===== config.mk =====
export PLATFORM = sky130hd
export DESIGN_NAME = fp_alu_pipe
export DESIGN_NICKNAME = d
export VERILOG_FILES = /design/src/rtl/fp_alu_pkg.sv /design/src/rtl/fp_lzc.sv /design/src/rtl/fp_alu_pipe.sv
export SDC_FILE = /design/constraint.sdc
export NUM_CORES = 2
export LEC_CHECK = 0
export BUFFER_PORTS_ARGS = -buffer_cell sky130_fd_sc_hd__buf_2
export CORE_ASPECT_RATIO = 1.2
export CORE_MARGIN = 2
export CORE_UTILIZATION = 41
export CTS_CLUSTER_DIAMETER = 40
export DETAILED_ROUTE_END_ITERATION = 10
export GPL_ROUTABILITY_DRIVEN = 0
export GPL_TIMING_DRIVEN = 0
export PLACE_DENSITY_LB_ADDON = 0.3
export SLEW_MARGIN = 5
export SYNTH_ARGS = -nofsm -noshare
export SYNTH_HDL_FRONTEND = slang
export SYNTH_SLANG_ARGS = --single-unit

===== constraint.sdc =====
create_clock -name clk -period 12.9 [get_ports clk]
set_input_delay 3.87 -clock clk [delete_from_list [all_inputs] [get_ports clk]]
set_output_delay 3.87 -clock clk [all_outputs]
set_load 0.02 [all_outputs]

===== src/rtl/fp_alu_pkg.sv =====
// Shared opcode and flag encodings for the pipelined floating-point ALU.
package fp_alu_pkg;

    localparam logic [1:0] OP_ADD = 2'b00;
    localparam logic [1:0] OP_SUB = 2'b01;
    localparam logic [1:0] OP_MUL = 2'b10;
    localparam logic [1:0] OP_RSV = 2'b11;

    localparam int FLAGS_W  = 3;
    localparam int FLAG_INV = 2;
    localparam int FLAG_OVF = 1;
    localparam int FLAG_UNF = 0;

endpackage


===== src/rtl/fp_lzc.sv =====
// Parametrised leading-zero counter; an all-zero input reports W.
module fp_lzc
    import fp_alu_pkg::*;
#(
    parameter int W  = 25,
    parameter int CW = $clog2(W + 1)
) (
    input  logic [W-1:0]  x,
    output logic [CW-1:0] cnt
);

    // Later iterations win, so the highest set bit decides the count.
    always_comb begin
        cnt = CW'(W);
        for (int i = 0; i < W; i++) begin
            if (x[i]) cnt = CW'(W - 1 - i);
        end
    end

endmodule


===== src/rtl/fp_alu_pipe.sv =====
// Three-stage add/sub/mul floating-point pipeline with valid/ready flow
// control, flush-to-zero denormals and truncating rounding.
module fp_alu_pipe
    import fp_alu_pkg::*;
#(
    parameter int EXP_W = 8,
    parameter int MAN_W = 23,
    parameter int W     = 1 + EXP_W + MAN_W
) (
    input  logic               clk,
    input  logic               reset,
    input  logic [W-1:0]       a,
    input  logic [W-1:0]       b,
    input  logic [1:0]         op,
    input  logic               in_valid,
    output logic               in_ready,
    output logic [W-1:0]       r,
    output logic [FLAGS_W-1:0] flags,
    output logic               exception,
    output logic               out_valid,
    input  logic               out_ready
);

    localparam int BIAS = (1 << (EXP_W - 1)) - 1;
    localparam int EW   = EXP_W + 2;
    localparam int N    = MAN_W + 2;
    localparam int PW   = 2 * MAN_W + 2;
    localparam int LZW  = $clog2(N + 1);
    localparam logic [EW-1:0] EXP_MAX = EW'((1 << EXP_W) - 1);

    logic advance;
    assign advance  = !out_valid || out_ready;
    assign in_ready = advance;

    // Stage 1: unpack, classify, align or multiply
    logic               sa, sb, sb_eff, za, zb, a_ge;
    logic [EXP_W-1:0]   ea, eb, big_e, d;
    logic [MAN_W-1:0]   fa, fb;
    logic [MAN_W:0]     ma, mb, big_m, small_m;
    logic [EW-1:0]      mul_e;

    assign {sa, ea, fa} = a;
    assign {sb, eb, fb} = b;
    assign za      = (ea == '0);
    assign zb      = (eb == '0);
    assign ma      = za ? '0 : {1'b1, fa};
    assign mb      = zb ? '0 : {1'b1, fb};
    assign sb_eff  = sb ^ (op == OP_SUB);
    assign a_ge    = {ea, ma} >= {eb, mb};
    assign big_e   = a_ge ? ea : eb;
    assign d       = a_ge ? ea - eb : eb - ea;
    assign big_m   = a_ge ? ma : mb;
    assign small_m = a_ge ? mb : ma;
    assign mul_e   = EW'(ea) + EW'(eb) - EW'(BIAS);

    logic               s1_valid, s1_mul, s1_nan, s1_zero, s1_sign, s1_sub;
    logic [EW-1:0]      s1_exp;
    logic [MAN_W:0]     s1_ma, s1_mb;
    logic [PW-1:0]      s1_prod;

    // Stage 2: add/normalise
    logic [N-1:0]       sum;
    logic [LZW-1:0]     lz;
    logic               mul_hi, add_zero;
    logic [MAN_W-1:0]   add_man, mul_man;
    logic [EW-1:0]      add_exp, mul_exp;

    assign sum = s1_sub ? {1'b0, s1_ma} - {1'b0, s1_mb}
                        : {1'b0, s1_ma} + {1'b0, s1_mb};

    fp_lzc #(.W(N)) u_lzc (
        .x   (sum),
        .cnt (lz)
    );

    assign add_zero = (sum == '0);
    assign add_man  = MAN_W'((sum << lz) >> 1);
    assign add_exp  = s1_exp + EW'(1) - EW'(lz);
    assign mul_hi   = s1_prod[PW-1];
    assign mul_man  = mul_hi ? MAN_W'(s1_prod >> (MAN_W + 1))
                             : MAN_W'(s1_prod >> MAN_W);
    assign mul_exp  = s1_exp + (mul_hi ? EW'(1) : EW'(0));

    logic               s2_valid, s2_nan, s2_zero, s2_sign;
    logic [EW-1:0]      s2_exp;
    logic [MAN_W-1:0]   s2_man;

    // Stage 3: range check and pack; exponent is two's complement
    logic [W-1:0]       pack_r;
    logic [FLAGS_W-1:0] pack_f;
    logic               e_neg;

    assign e_neg = s2_exp[EW-1];

    always_comb begin
        pack_r = {s2_sign, EXP_W'(s2_exp), s2_man};
        pack_f = '0;
        if (s2_nan) begin
            pack_r           = {1'b0, {EXP_W{1'b1}}, 1'b1, {(MAN_W-1){1'b0}}};
            pack_f[FLAG_INV] = 1'b1;
        end else if (s2_zero) begin
            pack_r = {s2_sign, {(W-1){1'b0}}};
        end else if (!e_neg && s2_exp >= EXP_MAX) begin
            pack_r           = {s2_sign, {EXP_W{1'b1}}, {MAN_W{1'b0}}};
            pack_f[FLAG_OVF] = 1'b1;
        end else if (e_neg || s2_exp == '0) begin
            pack_r           = {s2_sign, {(W-1){1'b0}}};
            pack_f[FLAG_UNF] = 1'b1;
        end
    end

    always_ff @(posedge clk) begin
        if (reset) begin
            s1_valid  <= 1'b0;
            s2_valid  <= 1'b0;
            out_valid <= 1'b0;
            r         <= '0;
            flags     <= '0;
        end else if (advance) begin
            s1_valid <= in_valid;
            s1_mul   <= (op == OP_MUL);
            s1_nan   <= (&ea) || (&eb) || (op == OP_RSV);
            s1_zero  <= za || zb;
            s1_sign  <= (op == OP_MUL) ? sa ^ sb : (a_ge ? sa : sb_eff);
            s1_sub   <= sa ^ sb_eff;
            s1_exp   <= (op == OP_MUL) ? mul_e : EW'(big_e);
            s1_ma    <= big_m;
            s1_mb    <= small_m >> d;
            s1_prod  <= PW'(ma) * PW'(mb);

            s2_valid <= s1_valid;
            s2_nan   <= s1_nan;
            s2_zero  <= s1_mul ? s1_zero : add_zero;
            s2_sign  <= (!s1_mul && add_zero) ? 1'b0 : s1_sign;
            s2_exp   <= s1_mul ? mul_exp : add_exp;
            s2_man   <= s1_mul ? mul_man : add_man;

            out_valid <= s2_valid;
            r         <= pack_r;
            flags     <= pack_f;
        end
    end

    assign exception = |flags;

endmodule

==> flow_summary_export.csv <==
group,metric,value,unit
timing,worst_pin_slew,1200,ps
logic_synthesis,ys_ff_latch,162,
status,status,"completed",
final_layout,drive_gt1_frac,0.0788,
floorplan,start_util,0.415,
setup_path,cp-end-kind,"flop",
route,first_pass_iters,5,
floorplan,die_w,258,um
route,drc_errors,0,
logic_synthesis,synth.distinct_cells,83,
floorplan,die_h,309,um
route,vias,26307,
final_layout,num-fill-cells,7648,
route,ant_nets,0,
setup_path,cpMostUsedCell,"fa_1",
logic_synthesis,synthesis.nets,4472,
final_layout,syn_to_final_growth,8.93,%
logic_synthesis,syn_inst,3626,
timing,setup_viol_count_final,0,
logic_synthesis,synth_edf_count,124,
clocking,cts_root_buf,"clkbuf_16",
timing,fin_ws,298,ps
setup_path,cp.arrival,12810,ps
floorplan,io_pins,108,
timing,fin_hold_ws,428,ps
clocking,cts_max_path_buffers,2,
hold_path,holdCritPathClass,"flop to flop",
setup_path,path_class,"input pin to flop",
route,viasPerCell,5.49,
route,wl_per_cell,21.2,um
floorplan,design.die.area,0.0799,mm^2
timing,max_freq,0.0794,GHz
clocking,cts_hold_buf,0,
floorplan,fp.coreArea,0.0767,mm^2
global_routing,grt_antenna_before_repair,2,
flow_run,cap_violations,0,
global_routing,grt_pass1_vias,27278,
timing,clock_skew,10.7,ps
logic_synthesis,ys_async_sr_fraction,0,
global_routing,grtUsageTotal,0.260,
setup_path,start_kind,"input pin",
final_layout,final_cells,4788,
setup_path,path_max_fanout,10,
clocking,cts_made_buffers,17,
clocking,clk_pin_slew,70,ps
logic_synthesis,seq_area_frac_synth,0.141,
final_layout,fin_nets,4602,
logic_synthesis,syn-cell-area,0.0318,mm^2
global_routing,grt_first_pass_wirelength,158000,um
timing,hold_viol,0,
global_routing,grt_max_degree,36,
setup_path,worstPathRequired,13110,ps
floorplan,row_count,111,
placement,io_buffers,94,
timing,post-route-period-util,0.977,
timing,period_needed,12600,ps
clocking,clock_latency,460,ps
setup_path,cp_slowest_cell,"nor2_1",
logic_synthesis,postSynthAreaPerCell,8.77,um^2
placement,dp_cells,4741,
placement,dp_hpwl,85900,um
setup_path,critPathMaxStageDelay,750,ps
logic_synthesis,yosys_most_used_dff,"edfxtp_1",
route,wl,102000,um
placement,post-place-ws,-2700,ps
logic_synthesis,ys_warn_count,0,
clocking,cts.htree.levels,4,
timing,slew_headroom,0.194,
route,drt-initial-drc-count,2018,
clocking,clock-sinks,162,
global_routing,grt_overflow,0,
clocking,cts_tree,"yes",
timing,maxSlewViolCount,0,
[final timing paths]
| check | slack [ps] | end | cells past startpoint | from |
|---|---|---|---|---|
| hold reg to reg | 430 | s2_nan | 0 | s1_nan |
| hold / removal | 430 | s2_nan | 0 | s1_nan |
| setup / recovery | 300 | s1_prod[45] | 32 | b[29] |
| setup reg to reg | 4930 | s2_exp[9] | 35 | s1_mb[3] |
[what timing repair did]
action	CTS	global route
buffers inserted	6	10
setup endpoints to repair	25	9
endpoints found under the hold margin	0	0
pin swaps	3	11
gates resized for setup	57	43
[layer usage]
| layer | global-route usage | up-vias | wire length, um |
|---|---|---|---|
| li1 | - | 11925 | - |
| met1 | 0.313 | 13018 | 39300 |
| met2 | 0.445 | 1074 | 48600 |
| met3 | 0.0365 | 290 | 6970 |
| met4 | 0.153 | 0 | 6670 |
| met5 | 0 | - | 0 |
[cells in the mapped netlist (all sizes together), types with 8 or more instances]
library cell  count  area (um^2)
o211ai           15          113
dfxtp            38          761
nand2b           25          156
a21o             34          255
nand2           520         1950
fa              486         9730
or2               8         50.1
o21a             24          181
and3             56          350
a2111oi          14          130
nor3             52          265
xnor2            69          604
o21ai            96          480
mux2i            65          651
a22oi            27          208
a211o             8         70.1
nand3            27          135
a21oi           136          684
nor2b            15         93.8
or3              16          100
inv             682         2560
xor2             20          175
o31ai             9         67.6
o221ai            9         91.3
a211oi           24          185
o21bai           14          105
clkbuf          136          513
mux2             31          349
and2            134          838
nand4            15         93.8
nor4             19          140
mux4             20          450
buf              27          135
edfxtp          124         3720
a31oi            11         68.8
nor2            233          875
a221oi           11         96.3
ha              290         3630
[registers in the layout (all words and copies together) (netlist names)]
register	cells
r	32
s1_prod	25
s1_ma	24
s1_mb	24
s2_man	23
s1_exp	10
s2_exp	10
flags	3
out_valid	1
s1_mul	1
s1_nan	1
s1_sign	1
s1_sub	1
s1_valid	1
s1_zero	1
s2_nan	1
s2_sign	1
s2_valid	1
s2_zero	1
[logic make-up after synthesis]
kind of cell | share of synthesized area
and+or+nand+nor | 0.163
buffers and inverters | 0.101
adders and majority gates | 0.420
AOI/OAI and AO/OA | 0.105
DFF | 0.141
muxes | 0.0456
xor gates and xnor gates | 0.0245
[area by class of cell]
cell class / count / area [um^2] / share of cell area
multi-input combinational: 2619 / 24300 / 0.701
sequential: 162 / 4480 / 0.129
inverter: 682 / 2560 / 0.0739
tap: 1017 / 1270 / 0.0367
buffer: 160 / 739 / 0.0213
timing repair buffer: 114 / 678 / 0.0196
clock buffer: 17 / 425 / 0.0123
clock inverter: 15 / 190 / 0.00549
antenna: 2 / 5.00 / 0.000144
[metrics by stage]
stage                util  setup TNS, ps  cell area, um^2
finish              0.452              0            34700
CTS                 0.450              0            34500
global route        0.452          -32.6            34700
floorplan               -              0            31800
detailed placement  0.439         -43190            33700
global placement    0.438         -42530            33600
[placed cells by master (no fill, tap or decap), types with 17 or more instances in the layout]
master     instances
a211oi_1          22
xor2_1            20
a21oi_1          133
nand2_1          517
mux2i_1           65
o21ai_0           91
nor4_1            17
and2_1           133
fa_1             486
nand3_1           27
a22oi_1           26
clkbuf_1         107
mux2_2            31
buf_4             18
nor3_1            51
nor2_1           217
buf_2            107
o21a_1            23
edfxtp_1         124
nand2b_1          25
a21o_1            34
mux4_2            20
dfxtp_1           38
ha_1             286
clkbuf_16         17
inv_1            679
and3_1            56
xnor2_1           69
[worst max-delay path, delay by kind of cell]
kind,cells,cell delay [ps]
AO/OA/AOI/OAI,8,2090
XOR/XNOR,1,80
adder cells (fa/ha/maj),8,3820
buffers and inverters,10,1500
AND/OR/NAND/NOR,5,1440
Power is not shown: default switching activity piles up to over one toggle a cycle in this logic, so the estimate is an artifact.
